### src/rtl/neuron_pkg.sv
// Shared types and helpers for the neuron training (backprop) block.
//   data_t    : signed 8-bit weight / bias / error / input value
//   preact_t  : signed 18-bit forward pre-activation
//   prod_t    : signed 16-bit error * input product
//   bp_state_e: update sequencer states
//   sat8      : clamp a signed 17-bit value into the signed 8-bit range
package neuron_pkg;

  typedef logic signed [7:0]  data_t;
  typedef logic signed [17:0] preact_t;
  typedef logic signed [15:0] prod_t;

  typedef enum logic [1:0] {
    IDLE  = 2'd0,
    GRAD  = 2'd1,
    DRAIN = 2'd2,
    BIAS  = 2'd3
  } bp_state_e;

  function automatic data_t sat8(input logic signed [16:0] v);
    if (v > 17'sd127) begin
      return data_t'(8'h7f);
    end else if (v < -17'sd128) begin
      return data_t'(8'h80);
    end else begin
      return data_t'(v[7:0]);
    end
  endfunction

endpackage

### src/rtl/neuron_backprop_grad_step.sv
// Two-stage gradient step pipeline for one weight per accepted beat.
//   S1: registers prod = delta * x together with the beat index.
//   S2: step = prod >>> LR_SHIFT (floor), w_new = sat8(w[idx] - step).
//       wr_* is the combinational S2 result the owner writes into its
//       weight file; upd_* is the same result registered one cycle later.
// Ports:
//   clk, rst_n          clock, async active-low reset
//   in_valid, in_idx    accepted beat and its index
//   delta, x            gated error and input value of that beat
//   s1_idx / w_cur      owner returns the current weight at s1_idx
//   wr_en/idx/data      weight write for this cycle
//   upd_valid/idx/w     registered one-cycle update report
module grad_step
  import neuron_pkg::*;
#(
  parameter int IDX_W    = 2,
  parameter int LR_SHIFT = 4
) (
  input  logic             clk,
  input  logic             rst_n,
  input  logic             in_valid,
  input  logic [IDX_W-1:0] in_idx,
  input  data_t            delta,
  input  data_t            x,
  output logic [IDX_W-1:0] s1_idx,
  input  data_t            w_cur,
  output logic             wr_en,
  output logic [IDX_W-1:0] wr_idx,
  output data_t            wr_data,
  output logic             upd_valid,
  output logic [IDX_W-1:0] upd_idx,
  output data_t            upd_w
);

  logic             s1_valid_q;
  prod_t            s1_prod_q;
  logic [IDX_W-1:0] s1_idx_q;
  prod_t            step;
  logic signed [16:0] diff;

  always_ff @(posedge clk or negedge rst_n) begin
    if (!rst_n) begin
      s1_valid_q <= 1'b0;
      s1_prod_q  <= '0;
      s1_idx_q   <= '0;
    end else begin
      s1_valid_q <= in_valid;
      if (in_valid) begin
        s1_prod_q <= prod_t'(delta) * prod_t'(x);
        s1_idx_q  <= in_idx;
      end
    end
  end

  // Arithmetic shift floors toward minus infinity (-1 >>> 4 = -1).
  always_comb begin
    step    = s1_prod_q >>> LR_SHIFT;
    diff    = {{9{w_cur[7]}}, w_cur} - {step[15], step};
    wr_en   = s1_valid_q;
    wr_idx  = s1_idx_q;
    wr_data = sat8(diff);
  end

  assign s1_idx = s1_idx_q;

  always_ff @(posedge clk or negedge rst_n) begin
    if (!rst_n) begin
      upd_valid <= 1'b0;
      upd_idx   <= '0;
      upd_w     <= '0;
    end else begin
      upd_valid <= wr_en;
      if (wr_en) begin
        upd_idx <= wr_idx;
        upd_w   <= wr_data;
      end
    end
  end

endmodule

### src/rtl/neuron_backprop.sv
// Training-direction neuron: owns N_INPUTS signed 8-bit weights and a bias,
// serves them to the forward path, and applies one ReLU-gated, shift-scaled
// gradient step per error sample (every weight, then the bias).
// Ports:
//   clk, rst_n                    clock, async active-low reset
//   start_valid/start_ready, err, pre_act   error sample handshake
//   x_valid/x_ready, x            input-vector beats, index order 0..N-1
//   w_ld_en, w_ld_idx, w_ld_data, b_ld_en   preloads (IDLE only)
//   w_rd_idx, w_rd_data, bias_out combinational parameter read
//   upd_valid, upd_idx, upd_w     per-weight update pulse
//   done                          pulses in the cycle the bias commits
//   state_dbg                     current sequencer state
//
// Handshakes: a transfer happens on a rising edge where valid && ready are
// both high; ready never depends on valid, and start_ready/x_ready depend
// only on registered state.
module neuron_backprop
  import neuron_pkg::*;
#(
  parameter int N_INPUTS = 4,
  parameter int LR_SHIFT = 4,
  parameter int IDX_W    = (N_INPUTS > 1) ? $clog2(N_INPUTS) : 1
) (
  input  logic             clk,
  input  logic             rst_n,
  input  logic             start_valid,
  output logic             start_ready,
  input  data_t            err,
  input  preact_t          pre_act,
  input  logic             x_valid,
  output logic             x_ready,
  input  data_t            x,
  input  logic             w_ld_en,
  input  logic [IDX_W-1:0] w_ld_idx,
  input  data_t            w_ld_data,
  input  logic             b_ld_en,
  input  logic [IDX_W-1:0] w_rd_idx,
  output data_t            w_rd_data,
  output data_t            bias_out,
  output logic             upd_valid,
  output logic [IDX_W-1:0] upd_idx,
  output data_t            upd_w,
  output logic             done,
  output bp_state_e        state_dbg
);

  localparam logic [IDX_W:0]   N_CNT    = (IDX_W+1)'(N_INPUTS);
  localparam logic [IDX_W:0]   LAST_CNT = (IDX_W+1)'(N_INPUTS - 1);
  localparam logic [IDX_W-1:0] LAST_IDX = IDX_W'(N_INPUTS - 1);

  bp_state_e        state_q, state_d;
  data_t            w_q [N_INPUTS];
  data_t            bias_q;
  data_t            delta_q;
  logic [IDX_W:0]   cnt_q;
  logic             x_fire;
  logic [IDX_W-1:0] s1_idx;
  logic             wr_en;
  logic [IDX_W-1:0] wr_idx;
  data_t            wr_data;
  data_t            bias_step;
  logic signed [16:0] bias_diff;

  assign start_ready = (state_q == IDLE);
  assign x_ready     = (state_q == GRAD) && (cnt_q < N_CNT);
  assign x_fire      = x_valid && x_ready;
  assign done        = (state_q == BIAS);
  assign w_rd_data   = w_q[w_rd_idx];
  assign bias_out    = bias_q;
  assign state_dbg   = state_q;

  always_ff @(posedge clk or negedge rst_n) begin
    if (!rst_n) begin
      state_q <= IDLE;
    end else begin
      state_q <= state_d;
    end
  end

  always_comb begin
    state_d = state_q;
    case (state_q)
      IDLE:    if (start_valid) state_d = GRAD;
      GRAD:    if (x_fire && (cnt_q == LAST_CNT)) state_d = DRAIN;
      // Leave once the last weight write is on the S2 write port.
      DRAIN:   if (wr_en && (wr_idx == LAST_IDX)) state_d = BIAS;
      BIAS:    state_d = IDLE;
      default: state_d = IDLE;
    endcase
  end

  always_comb begin
    bias_step = delta_q >>> LR_SHIFT;
    bias_diff = {{9{bias_q[7]}}, bias_q} - {{9{bias_step[7]}}, bias_step};
  end

  // Loads and pipeline writes never coincide: loads are IDLE-only and the
  // pipeline is empty by the time the sequencer returns to IDLE.
  always_ff @(posedge clk or negedge rst_n) begin
    if (!rst_n) begin
      delta_q <= '0;
      cnt_q   <= '0;
      bias_q  <= '0;
      for (int i = 0; i < N_INPUTS; i++) begin
        w_q[i] <= '0;
      end
    end else begin
      if ((state_q == IDLE) && start_valid) begin
        // ReLU derivative: non-positive pre-activation blocks the gradient.
        delta_q <= (pre_act > preact_t'(0)) ? err : '0;
        cnt_q   <= '0;
      end
      if (x_fire) begin
        cnt_q <= cnt_q + 1'b1;
      end
      if ((state_q == IDLE) && w_ld_en) begin
        w_q[w_ld_idx] <= w_ld_data;
      end
      if (wr_en) begin
        w_q[wr_idx] <= wr_data;
      end
      if ((state_q == IDLE) && b_ld_en) begin
        bias_q <= w_ld_data;
      end else if (state_q == BIAS) begin
        bias_q <= sat8(bias_diff);
      end
    end
  end

  grad_step #(
    .IDX_W    (IDX_W),
    .LR_SHIFT (LR_SHIFT)
  ) u_grad_step (
    .clk       (clk),
    .rst_n     (rst_n),
    .in_valid  (x_fire),
    .in_idx    (cnt_q[IDX_W-1:0]),
    .delta     (delta_q),
    .x         (x),
    .s1_idx    (s1_idx),
    .w_cur     (w_q[s1_idx]),
    .wr_en     (wr_en),
    .wr_idx    (wr_idx),
    .wr_data   (wr_data),
    .upd_valid (upd_valid),
    .upd_idx   (upd_idx),
    .upd_w     (upd_w)
  );

endmodule

### config.mk
export PLATFORM = sky130hd
export DESIGN_NAME = neuron_backprop
export DESIGN_NICKNAME = d
export VERILOG_FILES = /design/src/rtl/neuron_pkg.sv /design/src/rtl/neuron_backprop_grad_step.sv /design/src/rtl/neuron_backprop.sv
export SDC_FILE = /design/constraint.sdc
export NUM_CORES = 1
export LEC_CHECK = 0
export ABC_CLOCK_PERIOD_IN_PS = 5200
export BUFFER_PORTS_ARGS = -buffer_cell sky130_fd_sc_hd__buf_2
export CAP_MARGIN = 15
export CORE_MARGIN = 2
export CORE_UTILIZATION = 60
export DETAILED_ROUTE_END_ITERATION = 8
export GPL_ROUTABILITY_DRIVEN = 0
export PLACE_DENSITY = 0.93
export SYNTH_ARGS = -nofsm -noshare
export SYNTH_HDL_FRONTEND = slang
export SYNTH_SLANG_ARGS = --single-unit
### constraint.sdc
create_clock -name clk -period 5.2 [get_ports clk]
set_input_delay 0.26 -clock clk [delete_from_list [all_inputs] [get_ports clk]]
set_output_delay 0.26 -clock clk [all_outputs]
set_load 0.005 [all_outputs]
==> impl_metrics.toml, run 1 <==
[cells_and_area]
antennaDiodeCount = 0
final_nets = 1019
final_common_cell = "inv_1"
syn_to_final_growth_pct = 11.6
layout-drive-gt1-share_pct = 18.0
fillers = 857
final_cell_mix = "119 x inv_1, 82 x buf_2, 81 x nand2_1, 79 x dfrtp_1, 56 x fa_1"

[worst_setup_path]
cp_data_required_time_ns = 5.38
cp-end-kind = "flip-flop"
r2r_setup_slack_ns = 0.39
setup.worst_path.class = "flip-flop to flip-flop"
cp-start-kind = "flip-flop"
crit_arrival_ns = 4.99
reg2reg_from = "delta_q[7]"
crit_fanout = 10
r2r_end = "u_grad_step.s1_prod_q[14]"
r2r_cells = 17

[timing]
fin_skew_ns = 0.0134
hold_viol = 0
period_needed_ns = 4.81
tns_ns = 0
slew_headroom_pct = 28.8
fmax_mhz = 208
slew_violations = 0
setup_viol_count_final = 0
worst_slew_pin_slew_ns = 1.06
rsz0062_at_grt = "no"
period_share_pct = 92.4

[synthesis]
synthCells = 780
synthSimpleGateAreaFrac_pct = 14.7
ys_seq_area_share_pct = 26.8
synth_nets = 943
synth-seq-cells = 79
ys_types = 61
synth_compound_area_share_pct = 14.3
yosysTopAreaCell = "dfrtp_1"
synth-main-ff-cell = "dfrtp_1"
synth_top_area_share_pct = 26.8
synth-edff-count = 0
synth_mux_area_share_pct = 9.20
synth_area_leaders = "dfrtp_1 27%, fa_1 15%, ha_1 9.3%"
synth.avg_cell_area_sq_um = 9.45
synth_fa_ha_area_share_pct = 24.6
async_flop_share_pct = 100
syn_area_sq_um = 7370
synth_top_family_by_area = "adder cells"
yosys_warnings = 0
synth-xor-area-share_pct = 3.33

[drt]
drc = 0
drtIter0Drc = 405
wl_per_cell_microns = 18.4
firstDrtPassIters = 5
drtAntennaViolNets = 0
vias = 6147
routed_wl_microns = 18500
vias_per_cell = 6.10

[global_route]
grt_max_degree = 80
grt_overflow_total = 0
grt_pass1_vias = 6288
grt_pass1_wl_microns = 30300
grt_use_total_pct = 29.7
antenna_found_initial = 0

[cts]
ctsHoldBuffers = 0
path_clk_slew_ns = 0.07
cts-root-buf = "clkbuf_16"
clkSinkCount = 79
cts.repair.resized = 0
clk_latency_ns = 0.35
tritoncts = "yes"
cts_buffer_depth = 2
cts_made_buffers = 9
post-cts-setup-buffer-count = 0
h-tree-depth = 3

[die]
die-area_sq_um = 13200
io_pins = 84
rows = 40
die_h_microns = 115
start_util_pct = 61.3
die_w_microns = 115
core_area_sq_um = 12000

[placed_design]
portBuffers = 83
hpwl_microns = 13500

[run]
cap_viol_max_count = 0

[run_status]
status = "finished clean"

[hold_path]
hold_path.class = "input pin to async pin"
-- cell usage after synthesis (3+ instances only) --
master,number
and3_1,3
mux2i_1,7
xor2_1,5
or3_1,6
o31ai_1,5
nor4_1,5
a21o_1,3
dfrtp_1,79
a21oi_2,6
nor2b_1,14
fa_1,56
nand2b_1,4
nand3b_1,3
nand3_1,5
mux4_2,16
and2_1,33
nor3_1,10
a22o_1,8
ha_1,55
mux2_2,22
a211oi_1,7
xnor2_1,23
o21ai_0,34
a21boi_0,4
a31oi_1,5
nor2_1,40
nand2_1,81
o211ai_1,7
inv_1,119
clkbuf_1,18
o21a_1,9
a21oi_1,38
buf_1,3
o21ai_1,10
nor3b_1,5
-- through the flow --
step / worst slack [ns] / area, sq um / utilization [%] / hold WS, ns / instances
2_1_floorplan: 0.733 / 7370 / - / -0.0356 / 780
3_3_place_gp: 0.589 / 7910 / 65.9 / 0.464 / 992
3_5_place_dp: 0.440 / 7910 / 65.9 / 0.472 / 992
4_1_cts: 0.428 / 8230 / 68.5 / 0.113 / 1008
5_1_grt: 0.0944 / 8230 / 68.5 / 0.141 / 1008
6_report: 0.393 / 8230 / 68.5 / 0.0717 / 1008
-- routing by layer --
| layer | vias up | wire length (microns) | track usage [%] |
|---|---|---|---|
| met3 | 76 | 1210 | 6.17 |
| met5 | - | 0 | 0 |
| li1 | 2792 | - | - |
| met4 | 0 | 755 | 13.2 |
| met2 | 286 | 9490 | 52.1 |
| met1 | 2993 | 7070 | 35.4 |
-- area by class of cell --
| type | count | area [sq um] | share of cell area [%] |
|---|---|---|---|
| well taps | 147 | 184 | 2.24 |
| clock buffers | 9 | 225 | 2.74 |
| inverters | 119 | 447 | 5.43 |
| multi-input cells | 561 | 4870 | 59.1 |
| clock inverters | 7 | 87.6 | 1.06 |
| flip-flops and latches | 79 | 1980 | 24.0 |
| repair buffers | 86 | 440 | 5.35 |
-- worst max-delay path: stages, from the launching register on --
cell and delay (ns):
dfrtp_1 0.50, and2_1 0.21, inv_1 0.07, fa_1 0.48
fa_1 0.52, inv_1 0.05, fa_1 0.48, inv_1 0.06
fa_1 0.53, inv_1 0.05, ha_1 0.31, o21ai_0 0.12
a21boi_0 0.16, o21ai_0 0.25, a21boi_0 0.20, o41ai_1 0.33
mux2i_1 0.21, o311ai_0 0.14
-- worst max path at each step --
| stage | startpoint | cells after the start | endpoint | slack [ns] |
|---|---|---|---|---|
| floorplan | delta_q[7] | 18 | u_grad_step.s1_prod_q[14] | 0.73 |
| global placement | delta_q[0] | 16 | u_grad_step.s1_prod_q[14] | 0.59 |
| detailed placement | delta_q[3] | 17 | u_grad_step.s1_prod_q[14] | 0.44 |
| CTS | delta_q[7] | 17 | u_grad_step.s1_prod_q[14] | 0.43 |
| global route | delta_q[7] | 17 | u_grad_step.s1_prod_q[14] | 0.09 |
| finish | delta_q[7] | 17 | u_grad_step.s1_prod_q[14] | 0.39 |
-- kinds of logic (layout without fill, tap and decap cells) --
| logic type | after synthesis | in the layout |
|---|---|---|
| simple gates | 219 | 219 |
| buf+inv | 140 | 221 |
| fa+ha+maj | 111 | 111 |
| flops | 79 | 79 |
| compound gates | 158 | 158 |
| xor+xnor | 28 | 28 |
| mux | 45 | 45 |
-- flip-flops by register name (all words and copies together) (netlist names) --
| name | flops |
|---|---|
| bias_out | 8 |
| cnt_q | 3 |
| delta_q | 8 |
| state_dbg | 2 |
| u_grad_step.s1_idx | 2 |
| u_grad_step.s1_prod_q | 12 |
| u_grad_step.upd_idx | 2 |
| u_grad_step.upd_valid | 1 |
| u_grad_step.upd_w | 8 |
| u_grad_step.wr_en | 1 |
| w_q | 32 |
Power of run 1 is left out: the tool's default activity adds up to more than one toggle a clock period on the data nets, which glitch-free logic cannot reach.
==> run 2: changes to the inputs <==
--- a/config.mk
+++ b/config.mk
@@ -8,10 +8,12 @@
 export ABC_CLOCK_PERIOD_IN_PS = 5200
 export BUFFER_PORTS_ARGS = -buffer_cell sky130_fd_sc_hd__buf_2
 export CAP_MARGIN = 15
+export CORE_ASPECT_RATIO = 1.4
 export CORE_MARGIN = 2
 export CORE_UTILIZATION = 60
 export DETAILED_ROUTE_END_ITERATION = 8
 export GPL_ROUTABILITY_DRIVEN = 0
+export GPL_TIMING_DRIVEN = 0
 export PLACE_DENSITY = 0.93
 export SYNTH_ARGS = -nofsm -noshare
 export SYNTH_HDL_FRONTEND = slang
==> impl_metrics.toml, run 2 (synthesis results as in run 1) <==
[timing]
period_needed_ns = 5.03
slew_headroom_pct = 38.6
period_share_pct = 96.7
tns_ns = 0
setup_viol_count_final = 0
fin_skew_ns = 0.0127
rsz0062_at_grt = "no"
worst_slew_pin_slew_ns = 0.916
fmax_mhz = 199
slew_violations = 0
hold_viol = 0

[drt]
vias = 6456
firstDrtPassIters = 9
drtAntennaViolNets = 0
drc = 0
drtIter0Drc = 488
vias_per_cell = 6.31
wl_per_cell_microns = 19.8
routed_wl_microns = 20200

[cells_and_area]
final_nets = 1034
antennaDiodeCount = 0
reg.largest.list = "w_q x32, u_grad_step.s1_prod_q x12"
syn_to_final_growth_pct = 12.9
regMostFlops = "w_q"
layout-drive-gt1-share_pct = 17.2
final_cell_mix = "119 x inv_1, 81 x nand2_1, 80 x buf_2, 79 x dfrtp_1, 56 x fa_1"
final_common_cell = "inv_1"
fillers = 826
fin_util_pct = 70.0
largest_register_ff_count = 32

[worst_setup_path]
cp-start-kind = "flip-flop"
crit_fanout = 8
endpoint = "u_grad_step.s1_prod_q[14]"
r2r_cells = 16
r2r_setup_slack_ns = 0.17
setup.worst_path.class = "flip-flop to flip-flop"
reg2reg_from = "delta_q[0]"
r2r_end = "u_grad_step.s1_prod_q[14]"
cp-end-kind = "flip-flop"
cp_data_required_time_ns = 5.41
crit_arrival_ns = 5.23
worstSetupStartpoint = "delta_q[0]"

[cts]
cts.repair.resized = 0
cts_made_buffers = 9
clkSinkCount = 79
cts_buffer_depth = 2
clk_latency_ns = 0.36
cts-root-buf = "clkbuf_16"
path_clk_slew_ns = 0.06
tritoncts = "yes"
h-tree-depth = 3

[placed_design]
hpwl_microns = 14700
portBuffers = 81

[die]
core_area_sq_um = 11900
io_pins = 84
die_h_microns = 135
die-area_sq_um = 13200
start_util_pct = 62.0
die_w_microns = 97.7
rows = 47

[run]
cap_viol_max_count = 0

[global_route]
grt_overflow_total = 0
antenna_found_initial = 0
grt_pass1_wl_microns = 33000
grt_pass1_vias = 6990
grt_max_degree = 62
grt_use_total_pct = 31.7

[hold_path]
hold_path.class = "input pin to flip-flop"

[run_status]
status = "finished clean"
run 2: worst min-delay path by stage:
stage                       from                     to  slack (ns)  cells past startpoint
2_1_floorplan              rst_n            bias_out[0]       -0.04                      0
3_5_place_dp               rst_n                w_q[27]        0.16                      1
5_1_grt                   err[4]             delta_q[4]        0.14                      2
6_report                  err[5]             delta_q[5]        0.13                      2
4_1_cts                   err[5]             delta_q[5]        0.14                      2
3_3_place_gp   u_grad_step.wr_en  u_grad_step.upd_valid        0.36                      0
run 2: through the flow:
stage / hold WS (ns) / setup slack (ns) / instance area, sq um / std cells
final: 0.128 / 0.172 / 8320 / 1023
after global routing: 0.143 / 0.0338 / 8320 / 1023
after CTS: 0.135 / 0.144 / 8330 / 1026
after detailed placement: 0.158 / 0.221 / 7990 / 1009
after global placement: 0.357 / 0.316 / 7960 / 1008
after floorplan: -0.0356 / 0.733 / 7370 / 780
run 2: what timing repair did:
action,CTS,global route
hold buffers,1,0
setup endpoints to repair,0,1
setup buffers,0,0
hold endpoints to repair,18,0
run 2: per-layer routing:
metal / vias up / routed length [microns] / global-route usage (%)
met2: 409 / 10500 / 56.1
li1: 2826 / - / -
met5: - / 0 / 0
met3: 126 / 1560 / 5.59
met1: 3095 / 6900 / 34.4
met4: 0 / 1310 / 22.1
run 2: critical path, cell delays in order (launching register included):
cell and delay [ns]:
dfrtp_1 0.50, nand2b_1 0.23, fa_1 0.51, fa_1 0.54, inv_1 0.05, fa_1 0.54
inv_1 0.06, fa_1 0.52, inv_1 0.04, ha_1 0.29, o21ai_0 0.12, a21boi_0 0.18
o21ai_0 0.24, a21boi_0 0.22, o41ai_1 0.41, mux2i_1 0.25, o311ai_0 0.16
run 2: layout make-up:
cell class / count / area [sq um] / area share (%)
plain buffers: 18 / 67.6 / 0.813
clock buffers: 10 / 239 / 2.87
clock inverters: 6 / 90.1 / 1.08
inverters: 119 / 447 / 5.37
multi-input cells: 561 / 4870 / 58.5
flip-flops and latches: 79 / 1980 / 23.8
well taps: 147 / 184 / 2.21
repair buffers: 83 / 445 / 5.36
Power of run 2 is left out for the same reason.
==> run 3: changes to the inputs <==
--- a/config.mk
+++ b/config.mk
@@ -5,16 +5,17 @@
 export SDC_FILE = /design/constraint.sdc
 export NUM_CORES = 1
 export LEC_CHECK = 0
+export ABC_AREA = 1
 export ABC_CLOCK_PERIOD_IN_PS = 5200
 export BUFFER_PORTS_ARGS = -buffer_cell sky130_fd_sc_hd__buf_2
 export CAP_MARGIN = 15
 export CORE_ASPECT_RATIO = 1.4
 export CORE_MARGIN = 2
-export CORE_UTILIZATION = 60
+export CORE_UTILIZATION = 61
 export DETAILED_ROUTE_END_ITERATION = 8
 export GPL_ROUTABILITY_DRIVEN = 0
 export GPL_TIMING_DRIVEN = 0
-export PLACE_DENSITY = 0.93
+export PLACE_DENSITY = 0.94
 export SYNTH_ARGS = -nofsm -noshare
 export SYNTH_HDL_FRONTEND = slang
 export SYNTH_SLANG_ARGS = --single-unit
==> impl_metrics.toml, run 3 <==
[synthesis]
async_flop_share_pct = 100
synth-seq-cells = 79
synthCells = 1058
syn_area_sq_um = 7590
yosysTopAreaCell = "dfrtp_1"
synth-edff-count = 0
synth_most_common_cell = "nand2_1"
ys_types = 37
yosys_warnings = 0
ys_seq_area_share_pct = 26.1
synth_nets = 1221
synth.avg_cell_area_sq_um = 7.17
synth_top_area_share_pct = 26.1
synth_area_leaders = "dfrtp_1 26%, nand2_1 17%, fa_1 15%"
synth-main-ff-cell = "dfrtp_1"
synthTopCellsByCount = "334 x nand2_1, 213 x inv_1, 79 x dfrtp_1"

[timing]
rsz0062_at_grt = "no"
fmax_mhz = 212
slew_violations = 0
hold_viol = 0
fin_skew_ns = 0.0102
period_share_pct = 90.5
setup_viol_count_final = 0
worst_slew_pin_slew_ns = 0.793
tns_ns = 0
slew_headroom_pct = 46.9
period_needed_ns = 4.71

[cts]
cts_made_buffers = 9
cts-root-buf = "clkbuf_16"
path_clk_slew_ns = 0.07
cts_buffer_depth = 2
h-tree-depth = 3
clkSinkCount = 79
clk_latency_ns = 0.35
post-cts-setup-buffer-count = 0
tritoncts = "yes"
cts.repair.resized = 0

[cells_and_area]
layout-drive-gt1-share_pct = 9.45
antennaDiodeCount = 0
reg.largest.list = "w_q x32, u_grad_step.s1_prod_q x12"
design_area_sq_um = 8500
largest_register_ff_count = 32
final_nets = 1311
regMostFlops = "w_q"
final_cell_mix = "334 x nand2_1, 213 x inv_1, 79 x dfrtp_1, 78 x buf_2, 67 x o21ai_0"
syn_to_final_growth_pct = 12.0
fin_util_pct = 69.4
final_common_cell = "nand2_1"

[global_route]
grt_use_met1_pct = 32.2
grtUsageMet2_pct = 59.7
grt_pass1_wl_microns = 34000
gr-max-usage-layer = "met2"
grt_pass1_vias = 7596
grt_use_total_pct = 31.9
met3_usage_pct = 5.45
antenna_found_initial = 0
grt_overflow_total = 0
grt_max_degree = 63

[worst_setup_path]
crit_fanout = 9
path_cells = "nand2_1 -> fa_1 -> inv_1 -> fa_1 -> fa_1 -> inv_1 -> fa_1 -> inv_1 -> ha_1 -> nand2_1 -> a21oi_1 -> a211oi_1 -> nand3_1 -> or2_2 -> nand3_1 -> o21ai_0"
path_common_cell = "fa_1"
cp_slowest_cell = "fa_1"
setup.worst_path.class = "flip-flop to flip-flop"
crit_arrival_ns = 4.91
critPathBufInv = 3
crit_family = "adder cells"
cp_data_required_time_ns = 5.40
cp-start-kind = "flip-flop"
slowest_delay_ns = 0.66
cp-end-kind = "flip-flop"

[hold_path]
hold_path.class = "input pin to flip-flop"

[drt]
firstDrtPassIters = 7
routed_wl_microns = 20500
drc = 0
vias_per_cell = 5.69
vias = 7417
drtAntennaViolNets = 0
wl_per_cell_microns = 15.7
drtIter0Drc = 518

[die]
core_area_sq_um = 12300
start_util_pct = 61.9
die_w_microns = 98.3
die-area_sq_um = 13400
die_h_microns = 136
rows = 48
io_pins = 84

[placed_design]
hpwl_microns = 16000
dpl_cell_area_sq_um = 8200
portBuffers = 78

[run_status]
status = "finished clean"

[run]
cap_viol_max_count = 0
==> run 3: changes by cell type after synthesis, moves of 22 or more <==
| cell | delta |
|---|---|
| mux2_2 | -22 |
| nand3_1 | +33 |
| inv_1 | +94 |
| o21ai_0 | +33 |
| nand2_1 | +253 |
| and2_1 | -33 |
==> run 3: stage by stage <==
| stage | std cells | setup WS [ns] | hold WS (ns) |
|---|---|---|---|
| after CTS | 1304 | 0.335 | 0.173 |
| after floorplan | 1058 | 0.865 | -0.0356 |
| after global routing | 1303 | 0.117 | 0.186 |
| final | 1303 | 0.494 | 0.170 |
| after detailed placement | 1287 | 0.354 | 0.152 |
| after global placement | 1286 | 0.442 | 0.376 |
==> run 3: timing repair <==
action	4_1_cts	5_1_grt
endpoints found under the setup margin	0	1
hold buffers	1	0
endpoints found under the hold margin	17	0
==> run 3: cell families after synthesis <==
family | count (synthesis) | synth area share, %
compound gates | 156 | 12.0
fa+ha+maj | 111 | 23.8
simple gates | 446 | 23.5
flops | 79 | 26.1
xor+xnor | 20 | 2.31
buf+inv | 246 | 12.3
==> run 3: final timing paths <==
check	slack [ns]	cells after the start	from	end
max	0.49	16	delta_q[7]	u_grad_step.s1_prod_q[14]
min	0.17	3	err[2]	delta_q[2]
max reg2reg	0.49	16	delta_q[7]	u_grad_step.s1_prod_q[14]
min reg2reg	0.40	0	u_grad_step.wr_en	u_grad_step.upd_valid
max in group asynchronous	4.28	3	rst_n	u_grad_step.wr_en
min in group asynchronous	0.33	2	rst_n	w_q[8]
==> run 3: routing by layer <==
layer | wire length, microns | share of wire [%]
met1 | 6970 | 34
met2 | 10800 | 52
met3 | 1400 | 6.8
met4 | 1400 | 6.8
met5 | 0 | 0
==> run 3: worst min-delay path: stages <==
cell and delay (ns):
buf_2 0.09, nand2_1 0.05, o21ai_0 0.07
==> run 3: final cells by class <==
type                       count  area, sq um
fill                         927         3750
tap                          150          188
timing repair buffer          80          430
multi-input combinational    733         4680
inverter                     219          822
clock inverter                 5         41.3
sequential                    79         1980
buffer                        26          106
clock buffer                  11          253
Power of run 3 is left out for the same reason.
